**src/rtl/uniform_f32_gen_if.sv**
```systemverilog
// Request/result bundle between the uniform sample source and its consumer.
// The master drives requests and seeds; the slave (the generator) returns samples.
interface uniform_f32_gen_if #(
  parameter int DSP_FP_SIZE = 32
);
  logic                   en;
  logic                   seed_wr;
  logic [95:0]            seed;
  logic                   rdy;
  logic [DSP_FP_SIZE-1:0] result;

  modport master (
    output en, seed_wr, seed,
    input  rdy, result
  );

  modport slave (
    input  en, seed_wr, seed,
    output rdy, result
  );
endinterface

```
**src/rtl/uniform_f32_gen.sv**
```systemverilog
// Taus88 uniform generator with a 3-stage int-to-float pipeline, samples in (0,1).
// Optional sample counter output is enabled by defining UNIFORM_SAMPLE_COUNT_EN.
module uniform_f32_gen #(
  parameter int          DELAY       = 1,
  parameter int          DSP_FP_SIZE = 32,
  parameter logic [31:0] SEED1       = 32'h1234_5678,
  parameter logic [31:0] SEED2       = 32'h9ABC_DEF0,
  parameter logic [31:0] SEED3       = 32'h0F1E_2D3C
) (
  input  logic                CLK,
  input  logic                RESET,
  uniform_f32_gen_if.slave    bus
`ifdef UNIFORM_SAMPLE_COUNT_EN
  ,
  output logic [31:0]         sample_count
`endif
);

  // DELAY exists for drop-in compatibility only; no timing is modelled here.
  if (DSP_FP_SIZE != 32 || DELAY < 0) begin : g_cfg_check
    $error("uniform_f32_gen: only DSP_FP_SIZE=32 and DELAY>=0 are supported");
  end

  function automatic logic [31:0] clamp_min(input logic [31:0] s, input logic [31:0] lo);
    return (s < lo) ? lo : s;
  endfunction

  function automatic logic [31:0] taus_s1(input logic [31:0] s);
    return ((s & 32'hFFFF_FFFE) << 12) ^ (((s << 13) ^ s) >> 19);
  endfunction

  function automatic logic [31:0] taus_s2(input logic [31:0] s);
    return ((s & 32'hFFFF_FFF8) << 4) ^ (((s << 2) ^ s) >> 25);
  endfunction

  function automatic logic [31:0] taus_s3(input logic [31:0] s);
    return ((s & 32'hFFFF_FFF0) << 17) ^ (((s << 3) ^ s) >> 11);
  endfunction

  // The LSB of the fraction is forced to 1, so the count never exceeds 23.
  function automatic logic [4:0] lzc24(input logic [23:0] v);
    logic [4:0] lz;
    lz = 5'd23;
    for (int i = 0; i < 24; i++) begin
      if (v[i]) lz = 5'(23 - i);
    end
    return lz;
  endfunction

  logic [31:0] s1_q, s1_d;
  logic [31:0] s2_q, s2_d;
  logic [31:0] s3_q, s3_d;
  logic [31:0] u;

  logic [23:0] v1_q, v1_d;
  logic        vld1_q, vld1_d;

  logic [23:0] v2_q, v2_d;
  logic [4:0]  lz2_q, lz2_d;
  logic        vld2_q, vld2_d;

  logic [23:0] norm;
  logic [31:0] result_q, result_d;
  logic        rdy_q, rdy_d;

  // NOTE: every combinational output gets a default first so no path can infer a latch.
  always_comb begin
    s1_d     = s1_q;
    s2_d     = s2_q;
    s3_d     = s3_q;
    u        = 32'h0;
    v1_d     = v1_q;
    vld1_d   = 1'b0;
    v2_d     = v1_q;
    lz2_d    = lzc24(v1_q);
    vld2_d   = vld1_q;
    norm     = v2_q << lz2_q;
    result_d = result_q;
    rdy_d    = vld2_q;

    if (bus.seed_wr) begin
      s1_d   = clamp_min(bus.seed[31:0],  32'd2);
      s2_d   = clamp_min(bus.seed[63:32], 32'd8);
      s3_d   = clamp_min(bus.seed[95:64], 32'd16);
      // A reseed flushes everything in flight, including the sample about to retire.
      vld2_d = 1'b0;
      rdy_d  = 1'b0;
    end else if (bus.en) begin
      s1_d   = taus_s1(s1_q);
      s2_d   = taus_s2(s2_q);
      s3_d   = taus_s3(s3_q);
      u      = s1_d ^ s2_d ^ s3_d;
      v1_d   = {u[31:9], 1'b1};
      vld1_d = 1'b1;
    end

    if (vld2_q && !bus.seed_wr) begin
      result_d = {1'b0, 8'd126 - {3'b000, lz2_q}, norm[22:0]};
    end
  end

  // NOTE: sequential state uses non-blocking assignments so every register samples pre-edge values.
  always_ff @(posedge CLK) begin
    if (RESET) begin
      s1_q     <= clamp_min(SEED1, 32'd2);
      s2_q     <= clamp_min(SEED2, 32'd8);
      s3_q     <= clamp_min(SEED3, 32'd16);
      v1_q     <= '0;
      vld1_q   <= 1'b0;
      v2_q     <= '0;
      lz2_q    <= '0;
      vld2_q   <= 1'b0;
      result_q <= '0;
      rdy_q    <= 1'b0;
    end else begin
      s1_q     <= s1_d;
      s2_q     <= s2_d;
      s3_q     <= s3_d;
      v1_q     <= v1_d;
      vld1_q   <= vld1_d;
      v2_q     <= v2_d;
      lz2_q    <= lz2_d;
      vld2_q   <= vld2_d;
      result_q <= result_d;
      rdy_q    <= rdy_d;
    end
  end

  assign bus.rdy    = rdy_q;
  assign bus.result = result_q;

`ifdef UNIFORM_SAMPLE_COUNT_EN
  logic [31:0] count_q, count_d;

  always_comb begin
    count_d = count_q + {31'd0, rdy_q};
    if (bus.seed_wr) count_d = '0;
  end

  always_ff @(posedge CLK) begin
    if (RESET) count_q <= '0;
    else       count_q <= count_d;
  end

  assign sample_count = count_q;
`endif

endmodule
```
**src/flat_wrapper.sv**
```systemverilog
// flat-port wrapper written by rule: the top's interface ports become plain ports
module uniform_f32_gen_flat 
#(
  parameter int          DELAY       = 1,
  parameter int          DSP_FP_SIZE = 32,
  parameter logic [31:0] SEED1       = 32'h1234_5678,
  parameter logic [31:0] SEED2       = 32'h9ABC_DEF0,
  parameter logic [31:0] SEED3       = 32'h0F1E_2D3C
)
  (CLK, RESET, bus_en, bus_seed_wr, bus_seed, bus_rdy, bus_result);
  uniform_f32_gen_if #(.DSP_FP_SIZE(DSP_FP_SIZE)) bus_i ();
  input  logic CLK;
  input  logic RESET;
  input wire logic [$bits(bus_i.en)-1:0] bus_en;
  input wire logic [$bits(bus_i.seed_wr)-1:0] bus_seed_wr;
  input wire logic [$bits(bus_i.seed)-1:0] bus_seed;
  output wire logic [$bits(bus_i.rdy)-1:0] bus_rdy;
  output wire logic [$bits(bus_i.result)-1:0] bus_result;
  assign bus_i.en = bus_en;
  assign bus_i.seed_wr = bus_seed_wr;
  assign bus_i.seed = bus_seed;
  assign bus_rdy = bus_i.rdy;
  assign bus_result = bus_i.result;
  uniform_f32_gen #(.DELAY(DELAY), .DSP_FP_SIZE(DSP_FP_SIZE), .SEED1(SEED1), .SEED2(SEED2), .SEED3(SEED3)) u_core (.CLK(CLK), .RESET(RESET), .bus(bus_i));
endmodule
```
**config.mk**
```make
export PLATFORM = sky130hd
export DESIGN_NAME = uniform_f32_gen_flat
export DESIGN_NICKNAME = d
export VERILOG_FILES = /design/src/rtl/uniform_f32_gen_if.sv /design/src/rtl/uniform_f32_gen.sv /design/src/flat_wrapper.sv
export SDC_FILE = /design/constraint.sdc
export NUM_CORES = 1
export LEC_CHECK = 0
export BUFFER_PORTS_ARGS = -buffer_cell sky130_fd_sc_hd__buf_2
export CAP_MARGIN = 15
export CORE_MARGIN = 3
export CORE_UTILIZATION = 50
export DETAILED_ROUTE_END_ITERATION = 7
export GPL_TIMING_DRIVEN = 0
export PLACE_DENSITY = 0.76
export SLEW_MARGIN = 10
export SYNTH_ARGS = -nofsm -noshare
export SYNTH_HDL_FRONTEND = slang
export SYNTH_SLANG_ARGS = --single-unit
```
**constraint.sdc**
```tcl
create_clock -name CLK -period 2.1 [get_ports CLK]
set_input_delay 0.42 -clock CLK [delete_from_list [all_inputs] [get_ports CLK]]
set_output_delay 0.42 -clock CLK [all_outputs]
set_load 0.03 [all_outputs]
```
==> results.ini <==
[route]
wl_microns=28110
drc=0
via_per_inst=5.942
wire_per_inst_microns=20.52
firstDrtPassIters=5
drt_iter0_markers=871
vias=8140
ant_nets=0

[final_layout]
final_cells=1370
syn_to_final_growth_pct=17.46
fin_area_sq_um=10490
antenna_cells=0
finalNetCount=1233
drive_above_1_share=0.2052

[synthesis]
syn_area_per_cell_sq_um=9.011
synth_area_sq_um=8930
synth_seq_cells=173
yosysWarnings=0
synth_edf_count=0
dominantRegCellSynth=dfxtp_1
synthCells=991
synth_top_cell_by_area=dfxtp_1
synth_top_cell_area_share=0.3878
ys_types=54
synth.area.top_cells=dfxtp_1 39%, mux2i_1 8.9%, xnor2_1 8.0%
seq_area_frac_synth=0.3878
synthArstFlopShare=0

[sta]
slew_violations=0
timing.fmax_mhz=499.9
finClkSkew_ns=0.009759
fin_ws_ns=0.09977
period_share=0.9525
finalSetupViolCount=0
hold_viol=0
finalCriticalPeriod_ns=2.000
rsz0062_at_grt=no
tns_ns=0
tightest_slew_ns=0.8320
max-slew-margin-rel=0.4453

[global_routing]
grt_use_met2=0.4728
use_met3=0.04811
antenna_found_initial=0
grt_use_met1=0.3547
grt-ovfl-total=0
grt_pass1_vias=7830
grt_usage=0.2834
grt_pass1_wl_microns=43410
grt_start_max_net_pins=17
grt_busiest_layer=met2

[clocking]
cts_tree=yes
cts_setup_buffers=0
numCtsBuffers=17
cts-root-buf=clkbuf_16
htree_levels=4
clk_pin_slew_worst_paths_ns=0.07
cts_buffer_depth=2
clkLatencyLatePin_ns=0.44
cts.sinks=173

[floorplanning]
initial_core_util=0.5127
die-area_sq_um=19500
pin_count=133
die_h_microns=139.6
coreArea_sq_um=17420
chipWidth_microns=139.6
rows=48

[pwr]
total_power_mw=9.116
power_density_nw_per_um2=869.2
ir_worst_vdd_mv=0.6262
power.leakage_nw=4.105

[placement]
dp_cells=1338
place_congestion=0.9828
post-place-ws_ns=-0.2335
dpl.hpwl_microns=21130
dpl_cell_area_sq_um=9821
numPortBuffers=121

[critical_path]
path_class=reg2reg
critPathLaunchType=register
crit_arrival_ns=2.30
crit_required_ns=2.40
cp_max_fo=10
crit_path_end_kind=register

[run]
cap_violations=0

[run_status]
status=finished clean

[worst_hold_path]
hp-class=in2reg

worst max-delay path: stages, from the launching register on:
cell	delay, ns
dfxtp_1	0.37
buf_6	0.18
buf_8	0.16
mux4_2	0.55
a21oi_2	0.20
o21ai_1	0.10
a311oi_2	0.24
nor3_1	0.07
what timing repair did:
action | CTS | global route
hold buffers | 0 | 0
setup endpoints to repair | 1 | 2
resized for setup | 1 | 2
layout by cell type, fill, tap and decap left out, types with 29 or more instances in the layout:
| cell type | instances |
|---|---|
| nand2_1 | 58 |
| nand2b_1 | 29 |
| a211oi_1 | 44 |
| dfxtp_1 | 172 |
| a21oi_1 | 79 |
| mux2i_1 | 79 |
| buf_2 | 133 |
| clkbuf_1 | 43 |
| mux2_2 | 36 |
| nor2_1 | 161 |
| xnor2_1 | 82 |
cell type report:
type / instances / area, sq um
clock inverters: 10 / 175.2
repair buffers: 121 / 605.6
clock buffers: 22 / 484.2
inverters: 7 / 26.28
plain buffers: 75 / 371.6
multi-input cells: 737 / 5080
fillers: 1550 / 6928
well taps: 225 / 281.5
flip-flops and latches: 173 / 3465
kinds of logic after synthesis:
group / share of synthesized area
simple gates: 0.1656
mux: 0.1768
other cells: 0.0004199
xor+xnor: 0.08043
buf+inv: 0.04428
fa+ha+maj: 0.001401
compound gates: 0.1432
flops: 0.3878
flip-flops by register name, summed over array words and instances (netlist names):
signal / cells
u_core.s2_q: 29
u_core.vld1_q: 1
u_core.vld2_q: 1
u_core.s3_q: 28
u_core.bus.result: 30
u_core.lz2_q: 5
u_core.s1_q: 31
u_core.v1_q: 24
u_core.v2_q: 23
u_core.bus.rdy: 1
layer usage:
metal  wire [microns]  share of wire  vias to the layer above
met5                0              0                        -
met4             1443          0.051                        0
met3             2214          0.079                       83
met2            13240           0.47                      465
met1            11220           0.40                     3818
li1                 -              -                     3774
power by group:
part           leakage, nW  internal (mW)  switching [mW]
combinational         2.36          0.826            1.02
clock                0.324           2.14            1.38
sequential            1.42           3.49           0.255
total                 4.11           6.46            2.65
worst paths after layout:
kind,end,slack [ns],start,cells after the start
min,u_core.s1_q[12]$_SDFFE_PP1P_,0.21,bus_seed[12],2
max,u_core.bus.result[18]$_SDFFE_PP0P_,0.1,u_core.lz2_q[1]$_SDFF_PP0_,7
min reg2reg,u_core.bus.result[27]$_SDFFE_PP0P_,0.45,u_core.bus.result[27]$_SDFFE_PP0P_,2
max reg2reg,u_core.bus.result[18]$_SDFFE_PP0P_,0.1,u_core.lz2_q[1]$_SDFF_PP0_,7
Yosys cell counts (10+ instances only):
master and instances:
nor4_1 24, nor2b_1 22, a211oi_1 45, nand2_1 58, o21ai_0 21, nor2_1 161, nand2b_1 29, xnor2_1 82
mux4_2 17, clkbuf_1 42, a21oi_1 79, buf_2 13, mux2_2 36, mux2i_1 79, dfxtp_1 173, buf_1 10
a211o_1 21
stage by stage:
step,hold WS [ns],utilization
after global placement,0.4338,0.5639
after floorplan,0.4387,-
final,0.2094,0.6022
after detailed placement,0.4419,0.5639
after global routing,0.2127,0.6022
after CTS,0.2001,0.6020
(Power assumes the default switching activity.)
